### config.mk
export PLATFORM = sky130hd
export DESIGN_NAME = afu_port_flr_seq
export DESIGN_NICKNAME = d
export VERILOG_FILES = /design/src/rtl/afu_port_flr_seq.sv
export SDC_FILE = /design/constraint.sdc
export NUM_CORES = 1
export LEC_CHECK = 0
export CAP_MARGIN = 20
export CORE_ASPECT_RATIO = 0.5
export CORE_MARGIN = 8
export CORE_UTILIZATION = 40
export DETAILED_ROUTE_END_ITERATION = 6
export PLACE_DENSITY_LB_ADDON = 0.12
export RECOVER_POWER = 25
export SETUP_SLACK_MARGIN = 0.05
export SLEW_MARGIN = 20
export SYNTH_ARGS = -nofsm -noshare
export SYNTH_HDL_FRONTEND = slang
export SYNTH_SLANG_ARGS = --single-unit
### constraint.sdc
create_clock -name clk -period 4.36 [get_ports clk]
set_input_delay 0.436 -clock clk [delete_from_list [all_inputs] [get_ports clk]]
set_output_delay 0.436 -clock clk [all_outputs]
set_load 0.05 [all_outputs]
### src/rtl/afu_port_flr_seq.sv
// Function-level-reset sequencer for AFU mux ports: queues FLR requests, pulses the matching
// per-port resets, waits for traffic to drain, then reports completion. Optional FLR_TIMEOUT_EN.
module afu_port_flr_seq #(
   parameter int                      NUM_PORTS      = 4,
   parameter logic [NUM_PORTS*3-1:0]  PORT_PF        = '0,
   parameter logic [NUM_PORTS*11-1:0] PORT_VF        = '0,
   parameter logic [NUM_PORTS-1:0]    PORT_VF_ACTIVE = '0,
   parameter int                      HOLD_CYCLES    = 16,
   parameter int                      TIMEOUT_CYCLES = 1024,
   parameter int                      FIFO_DEPTH     = 4
) (
   input  logic                 clk,
   input  logic                 rst,
   input  logic                 flr_req_valid,
   output logic                 flr_req_ready,
   input  logic [2:0]           flr_req_pf,
   input  logic [10:0]          flr_req_vf,
   input  logic                 flr_req_vf_active,
   input  logic [NUM_PORTS-1:0] port_busy,
   output logic [NUM_PORTS-1:0] port_rst_n,
   output logic                 flr_rsp_valid,
   output logic [2:0]           flr_rsp_pf,
   output logic [10:0]          flr_rsp_vf,
   output logic                 flr_rsp_vf_active,
   output logic                 flr_err,
   output logic [2:0]           o_dbg_state
);

   localparam int AW = $clog2(FIFO_DEPTH);
   localparam logic [AW:0] PTR_ONE   = 1;
   localparam logic [7:0]  HOLD_LAST = 8'(HOLD_CYCLES - 1);

   localparam logic [2:0] S_IDLE    = 3'd0;
   localparam logic [2:0] S_ASSERT  = 3'd1;
   localparam logic [2:0] S_HOLD    = 3'd2;
   localparam logic [2:0] S_DRAIN   = 3'd3;
   localparam logic [2:0] S_RELEASE = 3'd4;
   localparam logic [2:0] S_RESP    = 3'd5;

   logic [2:0]           r_state;
   logic                 r_started;
   logic [14:0]          r_fifo [FIFO_DEPTH];
   logic [AW:0]          r_wr_ptr;
   logic [AW:0]          r_rd_ptr;
   logic [2:0]           r_req_pf;
   logic [10:0]          r_req_vf;
   logic                 r_req_vfa;
   logic [NUM_PORTS-1:0] r_mask;
   logic [NUM_PORTS-1:0] r_port_rst_n;
   logic [7:0]           r_hold_cnt;
   logic                 r_rsp_valid;
   logic [2:0]           r_rsp_pf;
   logic [10:0]          r_rsp_vf;
   logic                 r_rsp_vfa;

   logic                 w_full;
   logic                 w_empty;
   logic                 w_push;
   logic                 w_pop;
   logic [NUM_PORTS-1:0] w_mask;
   logic                 w_drained;
   logic                 w_release_go;

   // Handshake: a request transfers on any clk edge where flr_req_valid and flr_req_ready are
   // both high; ready depends only on queue fullness, never on valid.
   assign w_empty       = (r_wr_ptr == r_rd_ptr);
   assign w_full        = (r_wr_ptr[AW] != r_rd_ptr[AW]) &&
                          (r_wr_ptr[AW-1:0] == r_rd_ptr[AW-1:0]);
   assign flr_req_ready = r_started & ~w_full;
   assign w_push        = flr_req_valid & flr_req_ready;
   assign w_pop         = (r_state == S_IDLE) & ~w_empty;

   always_ff @(posedge clk) begin
      if (w_push) begin
         r_fifo[r_wr_ptr[AW-1:0]] <= {flr_req_pf, flr_req_vf, flr_req_vf_active};
      end
   end

   // A PF request hits every port of that PF; a VF request only the VF port with that number.
   always_comb begin
      w_mask = '0;
      for (int p = 0; p < NUM_PORTS; p++) begin
         if (PORT_PF[p*3 +: 3] == r_req_pf) begin
            if (!r_req_vfa) begin
               w_mask[p] = 1'b1;
            end else if (PORT_VF_ACTIVE[p] && (PORT_VF[p*11 +: 11] == r_req_vf)) begin
               w_mask[p] = 1'b1;
            end
         end
      end
   end

   assign w_drained = ((port_busy & r_mask) == '0);

`ifdef FLR_TIMEOUT_EN
   localparam logic [15:0] TO_LAST = 16'(TIMEOUT_CYCLES - 1);

   logic [15:0] r_drain_cnt;
   logic        r_err;
   logic        w_timeout;

   assign w_timeout    = ~w_drained & (r_drain_cnt == TO_LAST);
   assign w_release_go = w_drained | w_timeout;
   assign flr_err      = r_err;

   always_ff @(posedge clk or posedge rst) begin
      if (rst) begin
         r_drain_cnt <= '0;
         r_err       <= 1'b0;
      end else begin
         if (r_state != S_DRAIN) begin
            r_drain_cnt <= '0;
         end else if (w_timeout) begin
            r_err <= 1'b1;
         end else if (!w_drained) begin
            r_drain_cnt <= r_drain_cnt + 16'd1;
         end
      end
   end
`else
   logic [15:0] w_unused_timeout;

   assign w_unused_timeout = 16'(TIMEOUT_CYCLES);
   assign w_release_go     = w_drained;
   assign flr_err          = 1'b0;
`endif

   always_ff @(posedge clk or posedge rst) begin
      if (rst) begin
         r_state      <= S_IDLE;
         r_started    <= 1'b0;
         r_wr_ptr     <= '0;
         r_rd_ptr     <= '0;
         r_req_pf     <= '0;
         r_req_vf     <= '0;
         r_req_vfa    <= 1'b0;
         r_mask       <= '0;
         r_port_rst_n <= '0;
         r_hold_cnt   <= '0;
         r_rsp_valid  <= 1'b0;
         r_rsp_pf     <= '0;
         r_rsp_vf     <= '0;
         r_rsp_vfa    <= 1'b0;
      end else begin
         // Ports leave reset on the first edge after rst falls.
         if (!r_started) begin
            r_started    <= 1'b1;
            r_port_rst_n <= '1;
         end
         if (w_push) begin
            r_wr_ptr <= r_wr_ptr + PTR_ONE;
         end
         if (w_pop) begin
            r_rd_ptr <= r_rd_ptr + PTR_ONE;
         end
         r_rsp_valid <= 1'b0;

         case (r_state)
            S_IDLE: begin
               if (w_pop) begin
                  {r_req_pf, r_req_vf, r_req_vfa} <= r_fifo[r_rd_ptr[AW-1:0]];
                  r_state <= S_ASSERT;
               end
            end
            S_ASSERT: begin
               r_mask     <= w_mask;
               r_hold_cnt <= '0;
               if (w_mask == '0) begin
                  r_state <= S_RESP;
               end else begin
                  r_port_rst_n <= r_port_rst_n & ~w_mask;
                  r_state      <= S_HOLD;
               end
            end
            S_HOLD: begin
               if (r_hold_cnt == HOLD_LAST) begin
                  r_state <= S_DRAIN;
               end else begin
                  r_hold_cnt <= r_hold_cnt + 8'd1;
               end
            end
            S_DRAIN: begin
               if (w_release_go) begin
                  r_port_rst_n <= r_port_rst_n | r_mask;
                  r_state      <= S_RELEASE;
               end
            end
            S_RELEASE: begin
               r_state <= S_RESP;
            end
            S_RESP: begin
               r_rsp_valid <= 1'b1;
               r_rsp_pf    <= r_req_pf;
               r_rsp_vf    <= r_req_vf;
               r_rsp_vfa   <= r_req_vfa;
               r_state     <= S_IDLE;
            end
            default: begin
               r_state <= S_IDLE;
            end
         endcase
      end
   end

   assign port_rst_n        = r_port_rst_n;
   assign flr_rsp_valid     = r_rsp_valid;
   assign flr_rsp_pf        = r_rsp_pf;
   assign flr_rsp_vf        = r_rsp_vf;
   assign flr_rsp_vf_active = r_rsp_vfa;
   assign o_dbg_state       = r_state;

endmodule

After elaboration in Yosys (flattened, before gate mapping)

Memory sizes are Yosys's and may differ from the RTL's. A register that Yosys moved wholly into a read port is not among the register bits.
Cells that the tools add are included.

Memories kept: 1
Input port bits: 22
Output and inout bits: 25
Bits in registers: 39
Word-level logic and storage cells: 62
RAM bits: 60

Bitwise operators: 9
Eq/ne operators: 13
Muxes and demuxes: 16
Reduce and logical (&&, ||, !) cells: 9
$add $sub $neg: 3

Memories:

| name   | words | bits a word | rd ports | clocked after memory_dff | wr ports | line | RTL |
|---|---|---|---|---|---|---|---|
| r_fifo | 4     | 15          | 1        | 1                        | 1        | 42   | `logic [14:0] r_fifo [FIFO_DEPTH];` |

Operators by type and width:

| cell                                           | count |
|---|---|
| one-hot mux 8 bit (2 select lines)             | 1 |
| one-hot mux 3 bit (5 select lines)             | 1 |
| two-way mux 3 bit                              | 4 |
| two-way mux 4 bit                              | 3 |
| adder 8 x 1 -> 8 bit (second input constant)   | 1 |
| bitwise AND 4 bit                              | 2 |
| == test 8 x 4 -> 1 bit (second input constant) | 1 |
| zero test 4 bit                                | 2 |
| two-way mux 8 bit                              | 1 |
| != test 2 bit (second input constant)          | 4 |
| one-hot mux 4 bit (2 select lines)             | 1 |
| adder 3 x 1 -> 3 bit (second input constant)   | 2 |
| == test 3 x 2 -> 1 bit (second input constant) | 2 |
| == test 3 bit (second input constant)          | 2 |
| zero test 3 bit                                | 2 |
| two-way mux 1 bit                              | 5 |
| NOT 4 bit                                      | 1 |
| OR 4 bit                                       | 1 |
| AND reduction 2 bit                            | 2 |
| bitwise AND 1 bit                              | 3 |
| == test 3 x 1 -> 1 bit (second input constant) | 1 |
| == test 3 bit                                  | 1 |
| AND reduction 3 bit                            | 1 |
| == test 2 bit                                  | 1 |
| 4 further kinds                                | 5 |

Depth between registers and ports, before layout

Depth after elaboration: 7
Depth in mapped cells: 6
Depth with buffers taken out: 5

Least setup slack after synthesis

No wires, ideal clock.

Path kind: flip-flop to flip-flop
Start point: register r_state[2], in the netlist o_dbg_state[2]
End point: register r_rd_ptr[1]
Period minus slack after synthesis: 2.061 ns
Arrival: 1.933 ns
Path buffers: 2
Required time: 4.233 ns
Slack: 2.299 ns
Stages on the path, launching flop included: 6
Cells stage by stage: dfrtp_1 buf_6 or3_4 a31oi_4 buf_6 mux2_1

Word-level cells in the longest chain between the ends: 2

RTL lines:

| what                     | line | RTL |
|---|---|---|
| start: declaration       | 40   | `logic [2:0] r_state;` |
| start signal: assignment | 130  | `r_state <= S_IDLE;` |
| start signal: assignment | 162  | `r_state <= S_ASSERT;` |
| start signal: assignment | 169  | `r_state <= S_RESP;` |
| zero test 3 bit          | 71   | `assign w_pop = (r_state == S_IDLE) & ~w_empty;` |
| bitwise AND 1 bit        | 71   |  |
| end signal: assignment   | 154  | `r_rd_ptr <= r_rd_ptr + PTR_ONE;` |
| end: declaration         | 44   | `logic [AW:0] r_rd_ptr;` |

Every way passes these cells.
A chain may end at the register's enable or synchronous reset.

Final worst setup path

Start point: register r_rd_ptr[1]
End point: output flr_req_ready

Word-level cells in the longest chain between the ends: 4

RTL lines:

| what              | line | RTL |
|---|---|---|
| == test 2 bit     | 68   | `(r_wr_ptr[AW-1:0] == r_rd_ptr[AW-1:0]);` |
| logical AND 1 bit | 67   | `assign w_full = (r_wr_ptr[AW] != r_rd_ptr[AW]) &&` |
| NOT 1 bit         | 69   | `assign flr_req_ready = r_started & ~w_full;` |
| bitwise AND 1 bit | 69   |  |
| end: declaration  | 15   | `output logic flr_req_ready,` |

Every way passes these cells.

==> flow_summary.toml <==
[finish]
stdcell_area_um2 = 5704
nets = 375
syn_to_final_growth_pct = 24.97
diodes = 0
drive_above_1_share_pct = 18.89
layoutNonFillerInstCount = 505
post-route-util_pct = 51.64

[power_and_ir_drop]
irDropWorstVdd_uv = 270.8
power_density_nw_per_um2 = 765.7
leakage_nw = 2.205

[critical_path]
cpPeakStageDelay_ns = 0.89
path_cells = "xnor2_2 -> a31oi_1 -> clkdlybuf4s50_1"
critPathLaunchType = "flip-flop"
crit_path_end_kind = "primary output"
r2r_slack_ns = 1.55
r2r_cells = 3
crit_path_max_fanout = 18
r2r-start = "r_rd_ptr[1]"
r2r_end = "r_fifo[3][4]"
path_class = "flip-flop to primary output"
required_ns = 3.92
arrival_ns = 2.55
slowest_stage = "dfrtp_1"

[floorplanning]
die_area_um2 = 15290
die_w_um = 167.1
ios = 47
row_count = 27
start_util_pct = 41.32
die_h_um = 91.54
coreArea_um2 = 11050

[timing]
relSlewSlack_pct = 37.31
rsz0062_at_grt = "false"
fin_setup_tns_ns = 0
slew_violations = 0
finalSetupViolCount = 0
hold_violations = 0
final.period_utilization_pct = 68.41
min_period_ns = 2.982
clock.fmax_ghz = 0.3353
skew_ns = 0.01190
worstMarginPinSlew_ns = 0.9375

[logic_synthesis]
yosysWarnings = 0
synth_area_um2 = 4564
synth_top_area_share_pct = 39.47
ys_seq_area_share_pct = 69.08
ys_seq_elements = 114
ys_types = 43
synth-async-reset-ratio_pct = 47.37
syn_inst = 292
avgSynthCellArea_um2 = 15.63
synth_ff_type = "edfxtp_1"
netlist_top_cells_area = "edfxtp_1 (39%), dfrtp_1 (30%), mux4_2 (7.4%)"
synth-edff-count = 60
synth_fp_nets = 320
yosysTopAreaCell = "edfxtp_1"

[placed_design]
placed_cells = 473
place_area_um2 = 5144
gp_congestion = 0.7355
dpl.hpwl_um = 5691
io_buffers = 45

[detailed_routing]
drtAntennaViolNets = 0
via_count = 2506
wirelength_um = 8792
drc = 0
first_pass_iters = 4
wire_per_inst_um = 17.41
drtIter0Drc = 152
vias_per_cell = 4.962

[grt]
grt_pass1_vias = 2635
grt-ovfl-total = 0
grt_usage_pct = 12.50
grt_pass1_wl_um = 14310
grt_antenna_before_repair = 0
grt_max_degree = 35

[cts]
cts.sinks = 114
clkTransAtPathRegs_ns = 0.06
h-tree-depth = 4
ctsHoldBuffers = 0
numCtsBuffers = 17
cts_resized = 0
insertion_delay_ns = 0.41
clockBufferDepth = 2
post-cts-setup-buffers = 0
cts_tree = "built"
root_buffer = "clkbuf_16"

[run_status]
status = "completed"

[worst_hold_path]
hp-class = "flip-flop to flip-flop"
min_to = "flr_rsp_vf[0]"
worstHoldStart = "r_req_vf[0]"
hold_depth = 2

[job]
drv_cap = 0
[where the power goes]
| group | switching [W] | leakage [nW] | internal (W) |
|---|---|---|---|
| clock | 0.000508 | 0.264 | 0.000790 |
| combinational | 0.000866 | 0.745 | 0.000591 |
| sequential | 0.000195 | 1.20 | 0.00142 |
[per-layer routing]
layer,vias up,global-route usage (%),share of wire (%)
li1,1177,-,-
met2,55,19.85,46
met1,1263,15.10,47
met3,11,4.965,5.4
met5,-,0,0
met4,0,5.138,1.2
[state kept, by name (all words and copies together) (netlist names)]
name               cells
r_fifo                60
o_dbg_state            3
r_req_vf              11
flr_rsp_valid          1
flr_rsp_vf            11
flr_rsp_pf             3
r_hold_cnt             8
r_started              1
flr_rsp_vf_active      1
port_rst_n             4
r_mask                 1
r_rd_ptr               3
r_req_pf               3
r_wr_ptr               3
r_req_vfa              1
[area by class of cell]
type,count,area (µm²)
inverter,10,37.54
clock inverter,14,131.4
sequential,114,3153
fill,908,5343
tap,145,181.4
multi-input combinational,157,1306
timing repair buffer,47,465.4
clock buffer,18,429.2
[Yosys cell counts, types with 4 or more instances]
library cell and number:
edfxtp_1 60, dfrtp_1 54, nand2_1 43, mux4_2 15
mux2_2 12, o21ai_0 11, inv_1 10, nor2_1 10
mux2_1 8, ha_1 6, xnor2_1 6, and2_1 4
clkbuf_1 4, nand3_1 4
[critical path: cells and delay by family, from the launching register on]
family          cells  cell delay, ns
xor+xnor            1            0.23
buf+inv             1            0.82
flops               1            0.89
compound gates      1            0.20
[worst max path at each step]
stage | from | end | slack [ns]
floorplan | o_dbg_state[2] | r_rd_ptr[1] | 2.30
global placement | r_rd_ptr[1] | r_fifo[3][7] | 1.56
detailed placement | r_rd_ptr[1] | r_fifo[3][7] | 1.50
CTS | r_rd_ptr[1] | flr_req_ready | 1.31
global route | r_rd_ptr[1] | flr_req_ready | 1.26
finish | r_rd_ptr[1] | flr_req_ready | 1.38
[metrics by stage]
stage | setup slack [ns] | total power [W] | hold WS [ns]
after detailed placement | 1.500 | 0.003119 | 0.4476
after floorplan | 2.299 | 0.002675 | 0.4315
after global routing | 1.255 | 0.004612 | 0.4913
after global placement | 1.562 | 0.003084 | 0.4437
after CTS | 1.310 | 0.004429 | 0.3571
final | 1.378 | 0.004367 | 0.4619
[cell usage in the layout (no fill, tap or decap), drive strengths merged, types with 2 or more instances in the layout]
master / synthesis / routed
a31oi: 3 / 3
and2: 4 / 4
buf: 7 / 2
clkbuf: 4 / 18
clkdlybuf4s50: 0 / 33
clkinv: 0 / 4
clkinvlp: 0 / 4
conb: 2 / 2
dfrtp: 54 / 54
dlygate4sd3: 0 / 12
edfxtp: 60 / 60
ha: 6 / 6
inv: 10 / 15
mux2: 20 / 20
mux4: 15 / 15
nand2: 43 / 43
nand3: 4 / 4
nor2: 10 / 10
nor3: 3 / 3
nor4: 2 / 2
o211ai: 3 / 3
o21ai: 12 / 12
o31ai: 2 / 2
or3: 3 / 3
or4: 2 / 2
xnor2: 8 / 8
xor2: 3 / 3
[cells by family (layout without fill, tap and decap cells)]
kind of cell               Yosys count  after routing  share of synthesized area (%)
DFF                                114            114                          69.08
buffers and inverters               21             89                          2.302
and+or+nand+nor                     76             76                          7.730
AOI/OAI and AO/OA                   26             26                          4.084
xor gates and xnor gates            11             11                          2.440
adders and majority gates            6              6                          1.645
muxes                               36             36                          12.55
other                                2              2                         0.1645
No activity file was read; power rests on OpenSTA's default activity.
